===== config.mk =====
export PLATFORM = sky130hd
export DESIGN_NAME = pmem_write_arbiter_flat
export DESIGN_NICKNAME = d
export VERILOG_FILES = /design/src/rtl/pmem_write_arbiter_if.sv /design/src/rtl/pmem_write_arbiter.sv /design/src/flat_wrapper.sv
export SDC_FILE = /design/constraint.sdc
export NUM_CORES = 1
export LEC_CHECK = 0
export ABC_AREA = 1
export CAP_MARGIN = 0
export CORE_MARGIN = 3
export CORE_UTILIZATION = 39
export DETAILED_ROUTE_END_ITERATION = 7
export GPL_TIMING_DRIVEN = 0
export PLACE_DENSITY = 0.86
export SYNTH_ARGS = -nofsm -noshare
export SYNTH_HDL_FRONTEND = slang
export SYNTH_SLANG_ARGS = --single-unit

===== constraint.sdc =====
create_clock -name clock -period 3 [get_ports clock]
set_clock_uncertainty 0.2 [all_clocks]
set_input_delay 0.9 -clock clock [delete_from_list [all_inputs] [get_ports clock]]
set_output_delay 0.9 -clock clock [all_outputs]
set_load 0.01 [all_outputs]

===== src/rtl/pmem_write_arbiter_if.sv =====
// pmem_write_arbiter_if
// Bundles the two requester write channels and the pmem write port of the
// two-requester pmem write arbiter.
//   req0_* / req1_*   : requester channels (valid/ready handshake, byte address,
//                       byte strobe, write data, one-cycle done pulse)
//   pmem_*            : registered write payload and write strobe towards pmem
//   busy_o            : arbiter is in the middle of a write (not idle)
// The slave modport is the arbiter's view; the master modport is the view of
// whatever drives the requests and consumes the pmem port.
interface pmem_write_arbiter_if;
  logic        req0_valid_i;
  logic        req0_ready_o;
  logic [31:0] req0_addr_i;
  logic [3:0]  req0_strb_i;
  logic [31:0] req0_data_i;
  logic        req0_done_o;

  logic        req1_valid_i;
  logic        req1_ready_o;
  logic [31:0] req1_addr_i;
  logic [3:0]  req1_strb_i;
  logic [31:0] req1_data_i;
  logic        req1_done_o;

  logic        pmem_en_o;
  logic [31:0] pmem_addr_o;
  logic [3:0]  pmem_strb_o;
  logic [31:0] pmem_data_o;
  logic        busy_o;

  modport slave (
    input  req0_valid_i, req0_addr_i, req0_strb_i, req0_data_i,
    input  req1_valid_i, req1_addr_i, req1_strb_i, req1_data_i,
    output req0_ready_o, req0_done_o,
    output req1_ready_o, req1_done_o,
    output pmem_en_o, pmem_addr_o, pmem_strb_o, pmem_data_o, busy_o
  );

  modport master (
    output req0_valid_i, req0_addr_i, req0_strb_i, req0_data_i,
    output req1_valid_i, req1_addr_i, req1_strb_i, req1_data_i,
    input  req0_ready_o, req0_done_o,
    input  req1_ready_o, req1_done_o,
    input  pmem_en_o, pmem_addr_o, pmem_strb_o, pmem_data_o, busy_o
  );
endinterface


===== src/rtl/pmem_write_arbiter.sv =====
// pmem_write_arbiter
// Round-robin arbiter that funnels writes from two requesters into a single
// pmem write port. One write is accepted in IDLE, issued for exactly one cycle
// in ISSUE, then optionally followed by GAP_CYCLES idle cycles in GAP.
// Ports:
//   clock  : sole clock, rising edge
//   reset  : asynchronous, active-low reset
//   bus    : pmem_write_arbiter_if.slave (requester channels + pmem port)
// Parameter:
//   GAP_CYCLES : idle cycles inserted after each issued write (0..15)
module pmem_write_arbiter #(
  parameter int unsigned GAP_CYCLES = 0
) (
  input logic                  clock,
  input logic                  reset,
  pmem_write_arbiter_if.slave  bus
);

  typedef enum logic [1:0] {
    IDLE  = 2'd0,
    ISSUE = 2'd1,
    GAP   = 2'd2
  } state_t;

  localparam logic [3:0] GAP_LOAD = 4'(GAP_CYCLES);

  state_t      state;
  logic [3:0]  gap_cnt;
  logic        last_grant;
  logic        pmem_en;
  logic        done0;
  logic        done1;
  logic        busy;
  logic [31:0] addr_q;
  logic [3:0]  strb_q;
  logic [31:0] data_q;

  logic        winner;
  logic        ready0;
  logic        ready1;
  logic        handshake;
  logic [31:0] sel_addr;
  logic [3:0]  sel_strb;
  logic [31:0] sel_data;

  // Round-robin pick: a lone valid requester wins outright; under contention
  // the requester that was not granted last time wins. last_grant resets to 1
  // so requester 0 takes the very first contention.
  always_comb begin
    winner = 1'b0;
    if (bus.req0_valid_i && bus.req1_valid_i) begin
      winner = ~last_grant;
    end else if (bus.req1_valid_i) begin
      winner = 1'b1;
    end
  end

  // Ready is combinational so a waiting requester is accepted in the first
  // IDLE cycle; only the winner ever sees ready, so at most one is high.
  assign ready0    = (state == IDLE) && bus.req0_valid_i && !winner;
  assign ready1    = (state == IDLE) && bus.req1_valid_i && winner;
  assign handshake = ready0 || ready1;

  // Winner's payload, captured on the handshake edge.
  always_comb begin
    sel_addr = bus.req0_addr_i;
    sel_strb = bus.req0_strb_i;
    sel_data = bus.req0_data_i;
    if (winner) begin
      sel_addr = bus.req1_addr_i;
      sel_strb = bus.req1_strb_i;
      sel_data = bus.req1_data_i;
    end
  end

  // Main FSM with registered outputs. pmem_en and done are single-cycle
  // pulses that are only ever set on the IDLE->ISSUE transition, so they are
  // high exactly during ISSUE. A zero strobe still produces done but keeps
  // pmem_en low. The gap counter is loaded on ISSUE entry and counts down in
  // GAP; the payload registers hold their value until the next handshake.
  always_ff @(posedge clock or negedge reset) begin
    if (!reset) begin
      state      <= IDLE;
      gap_cnt    <= 4'd0;
      last_grant <= 1'b1;
      pmem_en    <= 1'b0;
      done0      <= 1'b0;
      done1      <= 1'b0;
      busy       <= 1'b0;
      addr_q     <= 32'd0;
      strb_q     <= 4'd0;
      data_q     <= 32'd0;
    end else begin
      pmem_en <= 1'b0;
      done0   <= 1'b0;
      done1   <= 1'b0;
      unique case (state)
        IDLE: begin
          if (handshake) begin
            state      <= ISSUE;
            busy       <= 1'b1;
            last_grant <= winner;
            addr_q     <= sel_addr;
            strb_q     <= sel_strb;
            data_q     <= sel_data;
            pmem_en    <= (sel_strb != 4'd0);
            done0      <= !winner;
            done1      <= winner;
            gap_cnt    <= GAP_LOAD;
          end
        end
        ISSUE: begin
          if (GAP_LOAD != 4'd0) begin
            state <= GAP;
          end else begin
            state <= IDLE;
            busy  <= 1'b0;
          end
        end
        GAP: begin
          if (gap_cnt <= 4'd1) begin
            state   <= IDLE;
            busy    <= 1'b0;
            gap_cnt <= 4'd0;
          end else begin
            gap_cnt <= gap_cnt - 4'd1;
          end
        end
        default: begin
          state <= IDLE;
          busy  <= 1'b0;
        end
      endcase
    end
  end

  assign bus.req0_ready_o = ready0;
  assign bus.req1_ready_o = ready1;
  assign bus.req0_done_o  = done0;
  assign bus.req1_done_o  = done1;
  assign bus.pmem_en_o    = pmem_en;
  assign bus.pmem_addr_o  = addr_q;
  assign bus.pmem_strb_o  = strb_q;
  assign bus.pmem_data_o  = data_q;
  assign bus.busy_o       = busy;

endmodule


===== src/flat_wrapper.sv =====
// flat-port wrapper written by rule: the top's interface ports become plain ports
module pmem_write_arbiter_flat 
#(
  parameter int unsigned GAP_CYCLES = 0
)
  (clock, reset, bus_req0_valid_i, bus_req0_addr_i, bus_req0_strb_i, bus_req0_data_i, bus_req1_valid_i, bus_req1_addr_i, bus_req1_strb_i, bus_req1_data_i, bus_req0_ready_o, bus_req0_done_o, bus_req1_ready_o, bus_req1_done_o, bus_pmem_en_o, bus_pmem_addr_o, bus_pmem_strb_o, bus_pmem_data_o, bus_busy_o);
  pmem_write_arbiter_if bus_i ();
  input logic clock;
  input logic reset;
  input wire logic [$bits(bus_i.req0_valid_i)-1:0] bus_req0_valid_i;
  input wire logic [$bits(bus_i.req0_addr_i)-1:0] bus_req0_addr_i;
  input wire logic [$bits(bus_i.req0_strb_i)-1:0] bus_req0_strb_i;
  input wire logic [$bits(bus_i.req0_data_i)-1:0] bus_req0_data_i;
  input wire logic [$bits(bus_i.req1_valid_i)-1:0] bus_req1_valid_i;
  input wire logic [$bits(bus_i.req1_addr_i)-1:0] bus_req1_addr_i;
  input wire logic [$bits(bus_i.req1_strb_i)-1:0] bus_req1_strb_i;
  input wire logic [$bits(bus_i.req1_data_i)-1:0] bus_req1_data_i;
  output wire logic [$bits(bus_i.req0_ready_o)-1:0] bus_req0_ready_o;
  output wire logic [$bits(bus_i.req0_done_o)-1:0] bus_req0_done_o;
  output wire logic [$bits(bus_i.req1_ready_o)-1:0] bus_req1_ready_o;
  output wire logic [$bits(bus_i.req1_done_o)-1:0] bus_req1_done_o;
  output wire logic [$bits(bus_i.pmem_en_o)-1:0] bus_pmem_en_o;
  output wire logic [$bits(bus_i.pmem_addr_o)-1:0] bus_pmem_addr_o;
  output wire logic [$bits(bus_i.pmem_strb_o)-1:0] bus_pmem_strb_o;
  output wire logic [$bits(bus_i.pmem_data_o)-1:0] bus_pmem_data_o;
  output wire logic [$bits(bus_i.busy_o)-1:0] bus_busy_o;
  assign bus_i.req0_valid_i = bus_req0_valid_i;
  assign bus_i.req0_addr_i = bus_req0_addr_i;
  assign bus_i.req0_strb_i = bus_req0_strb_i;
  assign bus_i.req0_data_i = bus_req0_data_i;
  assign bus_i.req1_valid_i = bus_req1_valid_i;
  assign bus_i.req1_addr_i = bus_req1_addr_i;
  assign bus_i.req1_strb_i = bus_req1_strb_i;
  assign bus_i.req1_data_i = bus_req1_data_i;
  assign bus_req0_ready_o = bus_i.req0_ready_o;
  assign bus_req0_done_o = bus_i.req0_done_o;
  assign bus_req1_ready_o = bus_i.req1_ready_o;
  assign bus_req1_done_o = bus_i.req1_done_o;
  assign bus_pmem_en_o = bus_i.pmem_en_o;
  assign bus_pmem_addr_o = bus_i.pmem_addr_o;
  assign bus_pmem_strb_o = bus_i.pmem_strb_o;
  assign bus_pmem_data_o = bus_i.pmem_data_o;
  assign bus_busy_o = bus_i.busy_o;
  pmem_write_arbiter #(.GAP_CYCLES(GAP_CYCLES)) u_core (.clock(clock), .reset(reset), .bus(bus_i));
endmodule

==> flow_summary_export.csv, run 1 <==
group,metric,value,unit
outcome,status,"completed",
synthesis,synthTopCellsByArea,"dfrtp_1, nand2_1, nand3_1, buf_6, buf_4",
route,drtIter0Drc,103,
cts,h-tree-depth,3,
synthesis,synth-seq-cells,73,
worst_setup_path,crit_path_end_kind,"output pin",
timing,setup_viol,0,
worst_setup_path,crit_required,1.90,ns
worst_setup_path,max_stage_delay,0.28,ns
synthesis,seq_area_frac_synth,0.564,
power,ir_worst_vdd,0.000316,V
timing,worst_slew_pin_slew,0.481,ns
grt,grtUsageMet2,0.437,
timing,tns,0,ns
route,wire_per_inst,15.6,um
layout,nNetsFinal,759,
flow_run,max_cap_viol_count,0,
timing,period_share,0.982,
synthesis,async_reset_ff_frac,1.00,
cts,cts_tree,"yes",
worst_setup_path,path_cells,"clkdlybuf4s15_2 -> nand2_4 -> a21oi_4 -> buf_6 -> dlygate4sd2_1",
layout,drive_gt1_frac,0.0769,
worst_setup_path,cpMaxStageDelayCell,"dlygate4sd2_1",
grt,grt_max_degree,71,
cts,clock_latency,0.33,ns
grt,overflow,0,
timing,report.final.slew_viol_count,0,
grt,grt_util_met3,0.0632,
route,drt_wl_total,11.3,mm
synthesis,synth_fp_nets,532,
synthesis,synth_edf_count,0,
power,power.density,576,nW/um^2
route,drc,0,
timing,layout_min_cycle_time,2.95,ns
grt,track_usage,0.239,
layout,n_antenna_cell,0,
floorplan,rows,32,
timing,finalHoldViolations,0,
layout,utilization,0.732,
cts,cts_buffer_depth,2,
synthesis,synth_top_area_share,0.556,
timing,slew_headroom,0.679,
synthesis,netlist_area,3240,um^2
synthesis,avgSynthCellArea,8.26,um^2
worst_setup_path,crit_path_max_fanout,10,
synthesis,syn-instance-count,392,
cts,cts_root_buf,"clkbuf_8",
cts,cts_inserted_buffers,9,
grt,grt_pass1_wl,18.3,mm
route,vias,3549,
floorplan,ioPinCount,214,
placed_design,gp_congestion,0.833,
placed_design,dp_hpwl,8.69,mm
route,via_per_inst,4.89,
grt,antenna_found_initial,0,
cts,clk_pin_slew,0.08,ns
worst_setup_path,worstSetupStartpointType,"primary input",
power,leakagePower,0.00262,uW
grt,use_met1,0.270,
grt,grt_pass1_vias,3836,
route,antenna_left,0,
min_path,min_path_type,"primary input to async pin",
worst_setup_path,critPathKind,"primary input to output pin",
worst_setup_path,worstPathArrival,1.85,ns
timing,whs,0.149,ns
placed_design,port_buffers,212,
timing,rsz0062_at_grt,"no",
grt,busiest_layer,"met2",
floorplan,die_area,9440,um^2
synthesis,synth_ff_type,"dfrtp_1",
floorplan,fp.dieH,97.1,um
floorplan,chipWidth,97.1,um
floorplan,start_util,0.411,
synthesis,ys_warn_count,0,
cts,cts_sinks,73,
route,drt_first_pass_iters,4,
timing,fmax,339,MHz
synthesis,yosysMostFrequentCell,"nand2_1",
layout,syn_to_final_growth,78.2,%
floorplan,coreArea,7890,um^2
synthesis,yosysTopAreaCell,"dfrtp_1",
synthesis,ys_types,17,
synthesis,synth_common_cells,"nand2_1, dfrtp_1, nand3_1",
-- power breakdown --
part           switching [uW]  internal [uW]  leakage, uW
logic                     513            687      0.00163
registers                 124           1200     0.000883
clock network             371            430     0.000103
total                    1010           2320      0.00262
-- cell families after synthesis --
| group | synth area share |
|---|---|
| AND/OR/NAND/NOR | 0.357 |
| flip-flops | 0.564 |
| buffers and inverters | 0.0622 |
| AO/OA/AOI/OAI | 0.0170 |
-- critical path, delay by kind of cell --
kind,cells,cell delay (ns)
compound gates,1,0.17
buf+inv,3,0.69
simple gates,1,0.09
-- routing by layer --
| metal | part of all wire | up-vias |
|---|---|---|
| met5 | 0 | - |
| met3 | 0.076 | 21 |
| li1 | - | 1686 |
| met1 | 0.38 | 1685 |
| met2 | 0.52 | 157 |
| met4 | 0.021 | 0 |
-- registers in the layout, indices dropped and copies added, names as in the netlist --
register                cells
u_core.last_grant           1
u_core.bus.pmem_strb_o      4
u_core.bus.req0_done_o      1
u_core.bus.pmem_addr_o     32
u_core.state                1
u_core.bus.req1_done_o      1
u_core.bus.pmem_data_o     32
u_core.bus.pmem_en_o        1
-- cell type report --
| cell class | instances | area, um^2 |
|---|---|---|
| Clock inverter | 4 | 51.3 |
| Timing Repair Buffer | 216 | 2160 |
| Sequential cell | 73 | 1830 |
| Fill cell | 605 | 2110 |
| Inverter | 7 | 26.3 |
| Buffer | 23 | 188 |
| Tap cell | 102 | 128 |
| Multi-Input combinational cell | 289 | 1230 |
| Clock buffer | 12 | 155 |
-- placed cells by master, fill, tap and decap left out --
cell             instances
buf_4                   12
clkdlybuf4s15_2          1
o21ai_0                  5
clkbuf_2                 1
bufinv_16                1
a21oi_1                  1
dfstp_2                  1
clkdlybuf4s50_1        208
dlygate4sd2_1            1
nand3_1                 65
clkbuf_8                11
nand2_1                207
clkbuf_1                 4
o21ai_4                  1
inv_1                    7
nor2_1                   3
dfrtp_1                 72
nand3b_1                 3
buf_2                    3
nor2_4                   1
a21oi_4                  1
clkinv_4                 1
buf_6                    9
buf_16                   1
clkinv_2                 1
clkinvlp_4               1
nand2_4                  2
-- final timing paths --
check	from	end	slack, ns	cells past startpoint
max	bus_req0_valid_i	bus_req0_ready_o	0.05	5
min	reset	u_core.bus.pmem_data_o[6]$_DFFE_PN0P_	0.15	1
max reg2reg	u_core.state[0]$_DFFE_PN0P_	u_core.bus.pmem_addr_o[2]$_DFFE_PN0P_	1.34	6
min reg2reg	u_core.bus.pmem_strb_o[0]$_DFFE_PN0P_	u_core.bus.pmem_strb_o[0]$_DFFE_PN0P_	0.29	2
max in group asynchronous	reset	u_core.last_grant$_DFFE_PN1P_	1.88	2
min in group clock	u_core.bus.pmem_strb_o[0]$_DFFE_PN0P_	u_core.bus.pmem_strb_o[0]$_DFFE_PN0P_	0.29	2
-- repair_timing --
action / in CTS / in global routing
gates cloned: 0 / 0
hold buffers: 0 / 0
pin swaps: 2 / 2
endpoints found under the setup margin: 2 / 2
setup buffers: 0 / 3
resized for setup: 14 / 1
-- per-stage QoR --
stage	power, uW	setup slack (ns)	cells	instance area (um^2)
final	3320	0.0528	726	5770
after global routing	3500	0.0264	726	5770
after CTS	3350	0.00210	723	5760
after detailed placement	2530	-0.770	707	5510
after global placement	2490	-1.71	706	5490
after floorplan	1760	0.393	392	3240
No activity file was read; power rests on OpenSTA's default activity.
==> inputs of run 2 (changes only) <==
--- a/config.mk
+++ b/config.mk
@@ -8,10 +8,11 @@
 export ABC_AREA = 1
 export CAP_MARGIN = 0
 export CORE_MARGIN = 3
-export CORE_UTILIZATION = 39
+export CORE_UTILIZATION = 36
 export DETAILED_ROUTE_END_ITERATION = 7
 export GPL_TIMING_DRIVEN = 0
-export PLACE_DENSITY = 0.86
+export PLACE_DENSITY = 0.81
 export SYNTH_ARGS = -nofsm -noshare
 export SYNTH_HDL_FRONTEND = slang
 export SYNTH_SLANG_ARGS = --single-unit
+export TNS_END_PERCENT = 30
==> constraint.sdc (replaced) <==
create_clock -name clock -period 3.35 [get_ports clock]
set_clock_uncertainty 0.2 [all_clocks]
set_input_delay 1.005 -clock clock [delete_from_list [all_inputs] [get_ports clock]]
set_output_delay 1.005 -clock clock [all_outputs]
set_load 0.01 [all_outputs]
==> flow_summary_export.csv, run 2 (synthesis gave the netlist of run 1 again) <==
group,metric,value,unit
timing,layout_min_cycle_time,3.25,ns
timing,setup_viol,0,
cts,cts_root_buf,"clkbuf_8",
cts,cts_hold_buf,0,
route,vias,3492,
placed_design,gp_congestion,0.869,
floorplan,chipWidth,101,um
layout,postLayoutCellArea,5790,um^2
placed_design,placed_area,5510,um^2
timing,rsz0062_at_grt,"no",
timing,report.final.slew_viol_count,0,
worst_setup_path,crit_path_end_kind,"output pin",
floorplan,ioPinCount,214,
timing,slew_headroom,0.692,
power,leakagePower,0.00263,uW
flow_run,max_cap_viol_count,0,
route,drtIter0Drc,95,
floorplan,rows,33,
grt,grt_pass1_vias,3592,
cts,clk_pin_slew,0.07,ns
worst_setup_path,critPathKind,"primary input to output pin",
route,drt_wl_total,11.2,mm
placed_design,port_buffers,212,
floorplan,start_util,0.383,
grt,grt_pass1_wl,17.4,mm
floorplan,coreArea,8460,um^2
layout,n_antenna_cell,0,
grt,antenna_found_initial,0,
cts,cts_buffer_depth,2,
route,drt_first_pass_iters,4,
route,via_per_inst,4.81,
grt,overflow,0,
floorplan,die_area,10200,um^2
timing,worst_slew_pin_slew,0.462,ns
outcome,status,"completed",
power,power.density,539,nW/um^2
route,drc,0,
min_path,min_to,"u_core.bus.pmem_data_o[7]$_DFFE_PN0P_",
floorplan,fp.dieH,101,um
worst_setup_path,worstSetupStartpointType,"primary input",
grt,track_usage,0.218,
worst_setup_path,crit_required,2.14,ns
grt,grt_max_degree,42,
min_path,min_path_type,"flip-flop to flip-flop",
placed_design,dp_hpwl,8.76,mm
layout,final_common_cell,"clkdlybuf4s50_1",
cts,clock_latency,0.32,ns
worst_setup_path,rr_endpoint,"u_core.bus.pmem_addr_o[3]$_DFFE_PN0P_",
cts,cts_sinks,73,
power,ir_worst_vdd,0.000270,V
worst_setup_path,reg2regPathDepth,7,
worst_setup_path,reg2reg_slack,1.72,ns
cts,cts_tree,"yes",
timing,finalHoldViolations,0,
timing,period_share,0.972,
min_path,hold_depth,2,
worst_setup_path,r2r_start,"u_core.last_grant$_DFFE_PN1P_",
layout,utilization,0.684,
layout,final_cell_mix,"clkdlybuf4s50_1, nand2_1, dfrtp_1",
worst_setup_path,crit_path_max_fanout,10,
route,wire_per_inst,15.4,um
timing,fmax,307,MHz
min_path,hp-start,"u_core.bus.pmem_data_o[7]$_DFFE_PN0P_",
layout,fillCellCount,680,
layout,nNetsFinal,756,
layout,syn_to_final_growth,78.8,%
cts,h-tree-depth,3,
layout,drive_gt1_frac,0.0725,
route,antenna_left,0,
worst_setup_path,worstPathArrival,2.05,ns
cts,cts_inserted_buffers,9,
## run 2: per-layer routing
| layer | share of wire | track usage | vias up |
|---|---|---|---|
| li1 | - | - | 1679 |
| met1 | 0.38 | 0.250 | 1658 |
| met2 | 0.52 | 0.396 | 143 |
| met3 | 0.086 | 0.0595 | 12 |
| met4 | 0.013 | 0.0642 | 0 |
| met5 | 0 | 0 | - |
## run 2: how the worst max path moves through the flow
stage                     startpoint                               endpoint  cells past startpoint
floorplan           bus_req1_valid_i                       bus_req1_ready_o                      4
global placement               reset  u_core.bus.pmem_addr_o[4]$_DFFE_PN0P_                      1
detailed placement  bus_req0_valid_i                       bus_req1_ready_o                      6
CTS                 bus_req0_valid_i                       bus_req0_ready_o                      5
global route        bus_req0_valid_i                       bus_req1_ready_o                      6
finish              bus_req0_valid_i                       bus_req1_ready_o                      6
## run 2: through the flow
| step | total power, uW | setup WS (ns) | std cells | hold WS [ns] | TNS [ns] |
|---|---|---|---|---|---|
| after floorplan | 1580 | 0.533 | 392 | 0.274 | 0 |
| after global placement | 2230 | -1.49 | 709 | 0.272 | -108.91 |
| after detailed placement | 2260 | -0.627 | 710 | 0.280 | -1.18 |
| after CTS | 3160 | 0.0980 | 726 | 0.298 | 0 |
| after global routing | 3300 | 0.0220 | 726 | 0.317 | 0 |
| final | 3130 | 0.0953 | 726 | 0.298 | 0 |
## run 2: repair_timing
action	CTS	global route
setup buffers	0	0
resized for setup	11	0
endpoints found under the hold margin	0	0
setup endpoints to repair	2	0
## run 2: cell type report
type / instances / area, um^2 / area share
timing repair buffer: 213 / 2140 / 0.369
inverter: 7 / 26.3 / 0.00454
sequential: 73 / 1830 / 0.316
clock buffer: 12 / 165 / 0.0285
clock inverter: 4 / 97.6 / 0.0168
tap: 105 / 131 / 0.0227
buffer: 23 / 186 / 0.0322
multi-input combinational: 289 / 1220 / 0.211
## run 2: worst max-delay path: stages
cell and delay [ns]:
clkdlybuf4s15_2 0.22, nand2_4 0.11, nand2_2 0.14, nor2_4 0.14, buf_6 0.15, dlygate4sd2_1 0.28
## run 2: power by group
part	total [uW]	leakage (uW)	switching, uW	internal [uW]
Combinational	1060	0.00162	454	609
Clock	884	0.000129	327	556
Sequential	1180	0.000883	106	1070
Total	3130	0.00263	888	2240
==> variant 1, RTL diff (flow settings as in run 2) <==
The 3 states of `state_t` get a one-hot encoding in 3 bits.
--- a/src/rtl/pmem_write_arbiter.sv
+++ b/src/rtl/pmem_write_arbiter.sv
@@ -17,8 +17,8 @@
 );
 
-  typedef enum logic [1:0] {
-    IDLE  = 2'd0,
-    ISSUE = 2'd1,
-    GAP   = 2'd2
+  typedef enum logic [2:0] {
+    IDLE  = 3'b001,
+    ISSUE = 3'b010,
+    GAP   = 3'b100
   } state_t;
 
Behaviour: no difference found for any inputs over 10 cycles, from zero or initial values and one cycle with reset low; not proved beyond that.
==> variant 1 against run 2 <==
- first-iteration DRC count rose by 29%
- worst hold slack got worse by 0.022 ns
- cell area fell by 0.78%
- synthesized area is 0.27% higher
- synthesized cell count up 0.77%
- wire length is 5.4% lower
- worst setup slack got worse by 0.0076 ns
- sequential cell count up 1
- critical path type unchanged
Power is not compared: it rests on default switching activity, and its combinational part moved more than twofold at a synthesized area within 25%.
==> variant 1: results (changes against run 2) <==
[global_route]
grt_max_degree = 55  ; +31%
grt_pass1_wl_um = 16500  ; -4.9%
grtUsageMet2_pct = 35.6  ; -3.9 points
track_usage_pct = 20.6  ; -1.3 points
use_met3_pct = 5.33  ; -0.62 points
antenna_found_initial = 0  ; unchanged
first_global_vias = 3402  ; -5.3%
met1_usage_pct = 25.0  ; +0.055 points

[placement]
place_worst_setup_slack_ns = -0.613  ; +0.0145 ns
io_buffers = 213  ; +0.47%
place_area_mm2 = 0.00554  ; +0.54%
place_congestion = 0.780  ; -10%
placed_cells = 717  ; +0.99%
dpl.hpwl_um = 8290  ; -5.4%

[layout]
fin_nets = 761  ; +0.66%
drive_gt1_share_pct = 7.20  ; -0.046 points
final_cell_count_no_fill = 733  ; +0.96%
fillers = 720  ; +5.9%

[worst_setup_path]
reg2reg_from = u_core.state[0]
ff2ff_setup_slack_ns = 1.49  ; -0.23 ns
crit_start = bus_req1_valid_i
cp_slowest_stage_delay_ns = 0.32  ; +0.04 ns
timing.rr.end = u_core.bus.pmem_addr_o[0]
worst_path_max_delay_cell = dlygate4sd2_1
critical_path.top_delay_family = buffers and inverters
crit_fanout = 6  ; -4
setup.worst_path.end = bus_req0_ready_o
r2r_cells = 8  ; +1

[routing]
drt-wirelength-per-cell_um = 14.5  ; -6.3%
drt_iter0_drc = 123  ; +29%
vias = 3407  ; -2.4%

[hold_path]
hold_end = u_core.last_grant
hold_class = reg -> reg
holdPathStages = 2  ; unchanged
hp-start = u_core.last_grant

[yosys]
synth.distinct_cells = 16  ; -1
ys_seq_area_share_pct = 57.1  ; +0.66 points
yosys_warnings = 0  ; unchanged
synth_area_leaders = dfrtp_1 55%, nand2_1 24%, nand3_1 10%, buf_6 2.1%, dfstp_2 1.6%
synth_compound_area_share_pct = 0.886  ; -0.81 points
synthTopCellsByCount = 208 x nand2_1, 72 x dfrtp_1, 65 x nand3_1
synth.net_count = 535  ; +0.56%
synth-main-ff-cell = dfrtp_1
synthAdderAreaFrac_pct = 0  ; unchanged
async_flop_share_pct = 100  ; unchanged
synthXorXnorAreaFrac_pct = 0  ; unchanged
avgSynthCellArea_um2 = 8.22  ; -0.49%

[sta]
relSlewSlack_pct = 65.0  ; -4.2 points
layout_setup_ws_ns = 0.0876  ; -0.00764 ns

[pwr]
p_leak_nw = 2.62
p_int_mw = 2.99

[clock_network]
h-tree-depth = 3  ; unchanged
cts-root-buf = clkbuf_8

[run_status]
status = finished, final reports clean

==> variant 1: routing by layer <==
layer  part of all wire, %  wire (um)  up-vias
li1                      -          -     1688
met1                    40       4250     1562
met2                    50       5340      138
met3                   7.7        815       19
met4                   1.9        197        0
met5                     0          0        -
==> variant 1: tightest hold or removal path: cells and delay by family (launching register included) <==
family | cells | cell delay, ns
simple gates | 2 | 0.10
flops | 1 | 0.37
==> variant 1: cell families (layout without fill, tap and decap cells) <==
family | Yosys count | after routing
AO/OA/AOI/OAI | 5 | 5
flip-flops | 74 | 74
buffers and inverters | 32 | 262
AND/OR/NAND/NOR | 284 | 284
==> variant 1: stage by stage <==
stage | total power, mW | hold slack, ns | TNS, ns
2_1_floorplan | 2.63 | 0.250 | 0
3_3_place_gp | 3.91 | 0.260 | -114.02
3_5_place_dp | 3.99 | 0.267 | -1.22
4_1_cts | 4.69 | 0.277 | 0
5_1_grt | 4.98 | 0.311 | 0
6_report | 4.62 | 0.276 | 0
==> variant 1: final cells by class <==
class                           count  area share (%)
Clock inverter                      3           0.697
Clock buffer                       12            2.53
Timing Repair Buffer              216            37.8
Inverter                           10           0.697
Sequential cell                    74            32.3
Tap cell                          108            2.35
Multi-Input combinational cell    289            20.9
Buffer                             21            2.79
==> variant 1: power groups by stage <==
stage	registers, mW	clock network, mW	logic, mW
finish	1.58	0.664	2.38
global route	1.64	0.725	2.62
CTS	1.58	0.688	2.42
detailed placement	1.59	0	2.40
global placement	1.58	0	2.34
floorplan	1.80	0	0.833
==> variant 1: repair_timing <==
action | 4_1_cts | 5_1_grt
endpoints found under the setup margin | 2 | 0
buffers inserted | 2 | 0
resized for setup | 11 | 0
==> variant 2, RTL diff (settings of run 2) <==
Without the edit above. Make the reset (`reset`) synchronous in one clocked block. Comments in the files are not updated.
--- a/src/rtl/pmem_write_arbiter.sv
+++ b/src/rtl/pmem_write_arbiter.sv
@@ -79,5 +79,5 @@
   // pmem_en low. The gap counter is loaded on ISSUE entry and counts down in
   // GAP; the payload registers hold their value until the next handshake.
-  always_ff @(posedge clock or negedge reset) begin
+  always_ff @(posedge clock) begin
     if (!reset) begin
       state      <= IDLE;
Check against the original RTL: differs if reset is asserted again (counterexample within 4 cycles, from zero or initial values and one cycle with reset low); with reset held inactive, the same outputs for 10 cycles.
==> variant 2 against run 2 <==
- cell area decreased by 0.93%
- wire length rose by 3.2%
- worst setup slack improved by 0.12 ns
- sequential cell count did not move
- total power is 29% lower
- synthesized area grew 1.9%
- die area up 1.8%
- utilization shrank 3.3 points
- critical endpoint unchanged
==> variant 2: results (changes against run 2) <==
[run_status]
status = finished, final reports clean

[global_route]
grtUsageMet2_pct = 38.9  ; -0.66 points
grt_max_degree = 14  ; -67%
track_usage_pct = 22.0  ; +0.11 points
met1_usage_pct = 25.7  ; +0.76 points
first_global_vias = 3693  ; +2.8%
use_met3_pct = 5.10  ; -0.86 points
grt_pass1_wl_um = 17900  ; +3.0%

[worst_setup_path]
ff2ff_setup_slack_ns = 1.67  ; -0.05 ns
timing.rr.end = u_core.bus.pmem_data_o[25]
crit_arrival_ns = 1.93  ; -0.12 ns
cp_slowest_stage_delay_ns = 0.37  ; +0.09 ns
crit_start = bus_req1_valid_i

[hold_path]
hp-start = u_core.bus.pmem_addr_o[14]
hold_class = reg -> reg
hold_end = u_core.bus.pmem_addr_o[14]

[routing]
wirelength_um = 11600  ; +3.2%
drt_iter0_drc = 111  ; +17%
viasPerCell = 4.95  ; +2.9%

[yosys]
synthTopCellsByCount = 76 x nand2_1, 73 x dfxtp_1, 65 x nand3_1
synthCells = 410  ; +4.6%
ys_seq_area_share_pct = 44.3  ; -12 points
synth.net_count = 550  ; +3.4%
synth-main-ff-cell = dfxtp_1
synth.distinct_cells = 21  ; +4
synth_area_leaders = dfxtp_1 44%, o211ai_1 15%, or2_2 10%, nand3_1 9.9%, nand2_1 8.6%
async_flop_share_pct = 0  ; -100 points

[layout]
drive_gt1_share_pct = 15.5  ; +8.2 points
antenna_cells = 0  ; unchanged
final_cell_count_no_fill = 748  ; +3.0%
fin_nets = 775  ; +2.5%

[placement]
dpl.hpwl_um = 9070  ; +3.6%
place_congestion = 0.799  ; -8.1%
place_worst_setup_slack_ns = -0.781  ; -0.154 ns
place_area_mm2 = 0.00556  ; +0.89%
placed_cells = 730  ; +2.8%

[pwr]
clock_power_share_pct = 25.8  ; -2.5 points
p_leak_nw = 2.37  ; -9.8%
switching_share_pct = 27.8  ; -0.60 points
p_int_mw = 1.60  ; -29%
irDropWorstVdd_mv = 0.173  ; -36%
p_seq_mw = 1.00  ; -15%

[sta]
worst_slew_pin_slew_ns = 0.460  ; -0.00163 ns
fmax_mhz = 319  ; +3.8%
whs_ns = 0.271  ; -0.0265 ns

[clock_network]
cts-root-buf = clkbuf_8

-- variant 2: layout make-up --
type / instances / area, um2
fill: 770 / 3070
timing repair buffer: 215 / 2140
multi-input combinational: 290 / 1620
sequential: 73 / 1460
buffer: 35 / 189
clock buffer: 12 / 135
tap: 108 / 135
inverter: 11 / 43.8
clock inverter: 4 / 20.0
-- variant 2: cell families (layout without fill, tap and decap cells) --
logic type / count (synthesis) / after routing / synth area share [%]
and+or+nand+nor: 216 / 216 / 32.4
DFF: 73 / 73 / 44.3
AOI/OAI and AO/OA: 74 / 74 / 16.3
buffers and inverters: 47 / 277 / 7.01
-- variant 2: worst max-delay path, delay by kind of cell --
kind                   cells  cell delay (ns)
buffers and inverters      3             0.71
AND/OR/NAND/NOR            2             0.22
-- variant 2: per-layer routing --
layer  vias up  wire (um)
met3        16        802
met4         0        198
met2       140       5920
met1      1694       4640
li1       1852          -
met5         -          0
-- variant 2: what timing repair did --
action / CTS / global route
setup buffers: 3 / 0
setup endpoints to repair: 2 / 0
gates resized for setup: 13 / 0
